<file path="src/rtl/collision_pkg.sv">
// Shared codes, screen limits and FSM states for the collision probe.
// Build option: COLLISION_HAZARD_EN enables water/lava/goo side codes.
package collision_pkg;

  localparam int MAP_COLS_DEF   = 40;
  localparam int TILE_SHIFT_DEF = 4;

  localparam logic [9:0] SCREEN_W = 10'd640;
  localparam logic [9:0] SCREEN_H = 10'd480;

  localparam logic [2:0] TILE_EMPTY = 3'd0;
  localparam logic [2:0] TILE_SOLID = 3'd1;
  localparam logic [2:0] TILE_WATER = 3'd2;
  localparam logic [2:0] TILE_LAVA  = 3'd3;
  localparam logic [2:0] TILE_GOO   = 3'd4;

  localparam logic [2:0] SIDE_SOLID = 3'd0;
  localparam logic [2:0] SIDE_FREE  = 3'd1;
  localparam logic [2:0] SIDE_WATER = 3'd2;
  localparam logic [2:0] SIDE_LAVA  = 3'd3;
  localparam logic [2:0] SIDE_GOO   = 3'd4;

  typedef enum logic [1:0] {
    ST_IDLE  = 2'd0,
    ST_PROBE = 2'd1,
    ST_DRAIN = 2'd2,
    ST_DONE  = 2'd3
  } state_e;

endpackage

</file>
<file path="src/rtl/collision_probe_tile_addr_calc.sv">
// Combinational pixel-to-tile-map address translation with off-screen detection.
module tile_addr_calc
  import collision_pkg::*;
#(
  parameter int MAP_COLS   = MAP_COLS_DEF,
  parameter int TILE_SHIFT = TILE_SHIFT_DEF
) (
  input  logic [9:0]  i_x,
  input  logic [9:0]  i_y,
  output logic [10:0] o_addr,
  output logic        o_oob
);

  logic [10:0] w_row;
  logic [10:0] w_col;

  assign w_row = 11'(i_y >> TILE_SHIFT);
  assign w_col = 11'(i_x >> TILE_SHIFT);

  // 40 columns decomposes into 32 + 8, so no multiplier is needed
  generate
    if (MAP_COLS == 40) begin : g_shift
      assign o_addr = (w_row << 5) + (w_row << 3) + w_col;
    end else begin : g_mult
      assign o_addr = w_row * 11'(MAP_COLS) + w_col;
    end
  endgenerate

  assign o_oob = (i_x >= SCREEN_W) || (i_y >= SCREEN_H);

endmodule

</file>
<file path="src/rtl/collision_probe.sv">
// Probes eight tile-map points around a bounding box and reports per-side contact codes.
// Build option: COLLISION_HAZARD_EN enables water/lava/goo reporting (otherwise free).
module collision_probe
  import collision_pkg::*;
#(
  parameter int MAP_COLS   = MAP_COLS_DEF,
  parameter int TILE_SHIFT = TILE_SHIFT_DEF
) (
  input  logic        Clk,
  input  logic        Reset,
  input  logic        start,
  input  logic [9:0]  BallL,
  input  logic [9:0]  BallR,
  input  logic [9:0]  BallT,
  input  logic [9:0]  BallB,
  output logic [10:0] map_addr,
  input  logic [2:0]  map_data,
  output logic [2:0]  wLeft,
  output logic [2:0]  wRight,
  output logic [2:0]  wTop,
  output logic [2:0]  wBottom,
  output logic        busy,
  output logic        done
);

  state_e r_state;
  logic [2:0]  r_cnt_p0;
  logic [9:0]  r_box_l, r_box_r, r_box_t, r_box_b;
  logic        r_done;
  logic [3:0][2:0] r_side;

  logic        r_vld_p1, r_oob_p1;
  logic [2:0]  r_idx_p1;
  logic [10:0] r_addr_p1;

  logic        r_vld_p2, r_oob_p2;
  logic [2:0]  r_idx_p2;
  logic [3:0][2:0] r_acc;

  logic [9:0]  w_x, w_y;
  logic [10:0] w_addr;
  logic        w_oob;
  logic        w_accept;
  logic [2:0]  w_code_p2;
  logic [3:0][2:0] w_acc_nxt;

  function automatic logic [2:0] tile_to_side(input logic [2:0] t);
    logic [2:0] s;
    case (t)
      TILE_EMPTY: s = SIDE_FREE;
      TILE_SOLID: s = SIDE_SOLID;
`ifdef COLLISION_HAZARD_EN
      TILE_WATER: s = SIDE_WATER;
      TILE_LAVA:  s = SIDE_LAVA;
      TILE_GOO:   s = SIDE_GOO;
`else
      TILE_WATER, TILE_LAVA, TILE_GOO: s = SIDE_FREE;
`endif
      default:    s = SIDE_SOLID;
    endcase
    return s;
  endfunction

  function automatic logic [2:0] side_rank(input logic [2:0] s);
    logic [2:0] r;
    case (s)
      SIDE_SOLID: r = 3'd4;
      SIDE_LAVA:  r = 3'd3;
      SIDE_WATER: r = 3'd2;
      SIDE_GOO:   r = 3'd1;
      default:    r = 3'd0;
    endcase
    return r;
  endfunction

  function automatic logic [2:0] side_merge(input logic [2:0] a, input logic [2:0] b);
    return (side_rank(b) > side_rank(a)) ? b : a;
  endfunction

  assign w_accept = (r_state == ST_IDLE) && start && !r_done;

  // Probe order: left pair, right pair, top pair, bottom pair
  always_comb begin
    w_x = r_box_l;
    w_y = r_box_t;
    case (r_cnt_p0)
      3'd0: begin w_x = r_box_l - 10'd1; w_y = r_box_t + 10'd1; end
      3'd1: begin w_x = r_box_l - 10'd1; w_y = r_box_b - 10'd1; end
      3'd2: begin w_x = r_box_r + 10'd1; w_y = r_box_t + 10'd1; end
      3'd3: begin w_x = r_box_r + 10'd1; w_y = r_box_b - 10'd1; end
      3'd4: begin w_x = r_box_l + 10'd1; w_y = r_box_t - 10'd1; end
      3'd5: begin w_x = r_box_r - 10'd1; w_y = r_box_t - 10'd1; end
      3'd6: begin w_x = r_box_l + 10'd1; w_y = r_box_b + 10'd1; end
      default: begin w_x = r_box_r - 10'd1; w_y = r_box_b + 10'd1; end
    endcase
  end

  tile_addr_calc #(
    .MAP_COLS   (MAP_COLS),
    .TILE_SHIFT (TILE_SHIFT)
  ) u_addr (
    .i_x    (w_x),
    .i_y    (w_y),
    .o_addr (w_addr),
    .o_oob  (w_oob)
  );

  assign w_code_p2 = r_oob_p2 ? SIDE_SOLID : tile_to_side(map_data);

  always_comb begin
    w_acc_nxt = r_acc;
    if (r_vld_p2) begin
      if (!r_idx_p2[0])
        w_acc_nxt[r_idx_p2[2:1]] = w_code_p2;
      else
        w_acc_nxt[r_idx_p2[2:1]] = side_merge(r_acc[r_idx_p2[2:1]], w_code_p2);
    end
  end

  // Stage p0 -> p1: sequencing, address issue and published results
  always_ff @(posedge Clk or negedge Reset) begin
    if (!Reset) begin
      r_state   <= ST_IDLE;
      r_cnt_p0  <= 3'd0;
      r_vld_p1  <= 1'b0;
      r_vld_p2  <= 1'b0;
      r_addr_p1 <= 11'd0;
      r_done    <= 1'b0;
      r_side    <= '0;
    end else begin
      r_done   <= 1'b0;
      r_vld_p1 <= 1'b0;
      r_vld_p2 <= r_vld_p1;
      case (r_state)
        ST_IDLE: begin
          if (w_accept) begin
            r_state  <= ST_PROBE;
            r_cnt_p0 <= 3'd0;
          end
        end
        ST_PROBE: begin
          r_vld_p1  <= 1'b1;
          r_addr_p1 <= w_addr;
          r_cnt_p0  <= r_cnt_p0 + 3'd1;
          if (r_cnt_p0 == 3'd7) r_state <= ST_DRAIN;
        end
        ST_DRAIN: r_state <= ST_DONE;
        default: begin
          r_state <= ST_IDLE;
          r_done  <= 1'b1;
          r_side  <= w_acc_nxt;
        end
      endcase
    end
  end

  // Stage p1 -> p2: box capture and tag/accumulator datapath
  always_ff @(posedge Clk) begin
    if (w_accept) begin
      r_box_l <= BallL;
      r_box_r <= BallR;
      r_box_t <= BallT;
      r_box_b <= BallB;
    end
    r_idx_p1 <= r_cnt_p0;
    r_oob_p1 <= w_oob;
    r_idx_p2 <= r_idx_p1;
    r_oob_p2 <= r_oob_p1;
    r_acc    <= w_acc_nxt;
  end

  assign map_addr = r_addr_p1;
  assign wLeft    = r_side[0];
  assign wRight   = r_side[1];
  assign wTop     = r_side[2];
  assign wBottom  = r_side[3];
  assign done     = r_done;
  assign busy     = (r_state != ST_IDLE) || r_done;

endmodule

</file>
<file path="config.mk">
export PLATFORM = sky130hd
export DESIGN_NAME = collision_probe
export DESIGN_NICKNAME = d
export VERILOG_FILES = /design/src/rtl/collision_pkg.sv /design/src/rtl/collision_probe_tile_addr_calc.sv /design/src/rtl/collision_probe.sv
export SDC_FILE = /design/constraint.sdc
export NUM_CORES = 1
export LEC_CHECK = 0
export ABC_AREA = 1
export CAP_MARGIN = 20
export CORE_MARGIN = 5
export CORE_UTILIZATION = 30
export DETAILED_ROUTE_END_ITERATION = 8
export HOLD_SLACK_MARGIN = 0.03
export PLACE_DENSITY = 0.45
export SYNTH_ARGS = -nofsm -noshare
export SYNTH_HDL_FRONTEND = slang
export SYNTH_SLANG_ARGS = --single-unit
export TNS_END_PERCENT = 20
</file>
<file path="constraint.sdc">
create_clock -name Clk -period 4.2 [get_ports Clk]
set_input_delay 1.26 -clock Clk [delete_from_list [all_inputs] [get_ports Clk]]
set_output_delay 1.26 -clock Clk [all_outputs]
set_load 0.05 [all_outputs]
</file>
==> impl_metrics.ini <==
[clock_network]
root_buffer = clkbuf_16
numClockSinks = 91
path_clk_slew_ns = 0.07
htreeDepth = 3
cts_buffers = 9
insertion_delay_ns = 0.35
cts_max_path_buffers = 2
cts_tree = built
hold_buffers = 0

[floorplanning]
io-pin-count = 71
start_util_pct = 30.2
dieArea_mm2 = 0.0207
std_cell_rows = 49
coreArea_mm2 = 0.0178
die_y_um = 144
die_x_um = 144

[setup_path]
cp.required_ns = 4.44
worstPathArrival_ns = 4.18
crit_type = flop to flop
worstSetupStartpointType = flop
cp_max_fo = 6
end_kind = flop

[synth]
syn_inst = 700
synth_cell_types = 34
syn_area_per_cell_um2 = 7.68
syn_nets = 789
synth_area_mm2 = 0.00538
ys_ff_latch = 91
synth-async-reset-ratio_pct = 34.1
ys.flop_type = edfxtp_1
yosysWarnings = 0
synth_top_area_cell = edfxtp_1
ys_seq_area_share_pct = 44.2
synth_area_leaders = edfxtp_1, nand2_1, dfrtp_1
synth_top_area_share_pct = 22.3
synth_edf_count = 40

[sta]
rsz0062_at_grt = true
finalClockSkew_ns = 0.00787
finalHoldViolations = 0
fmaxAchievable_mhz = 254
fin_crit_ns = 3.94
min_period_over_period_pct = 93.8
slew_violations = 0
worstMarginPinSlew_ns = 0.525
finalSetupViolCount = 0
slew_headroom_pct = 64.9

[route]
vias = 4535
drt_first_pass_iters = 4
via_per_inst = 4.45
routed_wl_mm = 13.0
drc = 0
wire_per_inst_um = 12.7
drt_iter0_drc = 302
postRouteAntennaNets = 0

[placement]
post-dp-hpwl_mm = 10.4
routabilityCongestion = 0.871
port_buffers = 70

[global_route]
grt_max_degree = 41
antenna_found_initial = 0
first_global_vias = 4394
grt-ovfl-total = 0
grt_pass1_wl_mm = 21.8
grt_usage_pct = 13.2

[pwr]
vdd_drop_max_mv = 0.361
total_power_mw = 5.83
powerDensity_mw_per_mm2 = 861
power.leakage_nw = 3.27

[layout]
nNetsFinal = 875
n_antenna_cell = 0
drive_above_1_share_pct = 7.33
fillers = 1867
area_growth_pct = 26.0
regArea_mm2 = 0.00238
fin_util_pct = 38.1
multiInputGateArea_mm2 = 0.00258

[run_status]
status = complete, no violations

[min_path]
min_path_type = flop to flop

[run]
maxCapViolCount = 0
## report_power, final
group          leakage (nW)  switching [mW]  internal [mW]
Clock                 0.151           0.352          0.454
Sequential            0.913           0.154           1.23
Combinational          2.20            2.32           1.33
## metrics by stage
| step | hold slack (ns) | instance area (um2) | setup slack, ns | instances | TNS (ns) |
|---|---|---|---|---|---|
| after CTS | 0.331 | 6710 | 0.0354 | 1019 | 0 |
| after detailed placement | 0.315 | 6410 | -0.0115 | 1003 | -0.0115 |
| after global placement | 0.314 | 6410 | 0.0949 | 1003 | 0 |
| final | 0.329 | 6770 | 0.259 | 1020 | 0 |
| after floorplan | 0.310 | 5380 | 0.408 | 700 | 0 |
| after global routing | 0.346 | 6770 | -0.0425 | 1020 | -0.0455 |
## critical path, cell delays in order, from the launching register on
cell     delay [ns]
dfrtp_2        0.44
ha_1           0.23
ha_1           0.18
inv_1          0.06
nand2_2        0.13
buf_4          0.20
ha_4           0.29
nand2_1        0.08
nor2_1         0.09
nand2_1        0.07
nand3_1        0.07
nand2_1        0.05
nand3_1        0.07
nand2_1        0.09
xnor2_1        0.16
inv_1          0.05
ha_1           0.30
inv_1          0.06
fa_1           0.41
inv_1          0.10
nand3_1        0.08
nand2_1        0.09
nand2_1        0.07
nand2_1        0.09
a21o_1         0.14
nand3_1        0.08
nand3_1        0.10
nand2_1        0.05
## registers in the layout (all words and copies together) (netlist names), 2 cells and up
name	flops
r_box_t	10
r_box_r	10
r_box_b	10
map_addr	11
wTop	3
r_box_l	10
r_idx_p2	3
wBottom	3
wLeft	3
r_acc	12
r_cnt_p0	3
r_state	2
wRight	3
r_idx_p1	3
## repair_timing
action                     4_1_cts  5_1_grt
setup endpoints to repair        2        5
pin swaps                        0        0
resized for setup                1       22
setup buffers                    0        1
## path summary, 6_finish.rpt
kind	start	to	slack (ns)	depth (start not counted)
min in group asynchronous	Reset	r_cnt_p0[2]$_DFFE_PN0P_	1.32	2
max in group asynchronous	Reset	r_cnt_p0[0]$_DFFE_PN0P_	2.56	2
setup reg to reg	r_cnt_p0[0]$_DFFE_PN0P_	map_addr[10]$_DFFE_PN0P_	0.26	27
hold reg to reg	r_oob_p1$_DFF_P_	r_oob_p2$_DFF_P_	0.33	0
setup / recovery	r_cnt_p0[0]$_DFFE_PN0P_	map_addr[10]$_DFFE_PN0P_	0.26	27
hold / removal	r_oob_p1$_DFF_P_	r_oob_p2$_DFF_P_	0.33	0
## final cells by class
cell class	instances	share of cell area, %
clock buffers	11	3.90
clock inverters	5	0.499
well taps	229	4.23
flip-flops and latches	91	35.2
multi-input cells	489	38.2
inverters	112	6.25
repair buffers	83	11.8
## synthesized netlist by cell type (all sizes together) (3+ instances only)
master,n
nand2,240
ha,40
buf,4
o22ai,8
edfxtp,40
o21ai,34
o21bai,3
xnor2,3
nand4,8
a21oi,16
dfrtp,31
xor2,5
nor2,52
dfxtp,20
a21o,3
inv,111
clkbuf,4
nor3,6
fa,3
nand3,58
## cells in the final DEF (no fill, tap or decap), types with 5 or more instances in the layout
cell             netlist  routed
a21oi_1               16      14
buf_4                  0      13
clkbuf_16              0      10
clkdlybuf4s50_1        0      70
dfrtp_1               31      29
dfxtp_1               20      20
edfxtp_1              40      40
ha_1                  40      37
inv_1                107     104
inv_2                  4       6
nand2_1              235     231
nand2_2                5       8
nand3_1               58      58
nand4_1                8       8
nor2_1                50      48
nor3_1                 6       6
o21ai_0               29      24
o21ai_1                5       9
o22ai_1                8       8
xor2_1                 5       5
## per-layer routing
metal  wire [um]  part of all wire, %  up-vias  track usage (%)
met2        5970                   46       81             21.1
li1            -                    -     2403                -
met4         189                  1.5        0             5.55
met5           0                    0        -                0
met1        6340                   49     2039             17.5
met3         470                  3.6       12             2.36
## kinds of logic (layout without fill, tap and decap cells)
| logic type | Yosys count | count (layout) | share of synthesized area, % |
|---|---|---|---|
| xor gates and xnor gates | 8 | 8 | 1.30 |
| adders and majority gates | 43 | 43 | 10.4 |
| and+or+nand+nor | 367 | 367 | 28.0 |
| AOI/OAI and AO/OA | 71 | 71 | 7.36 |
| buffers and inverters | 120 | 211 | 8.68 |
| DFF | 91 | 91 | 44.2 |
(Power assumes the default switching activity.)
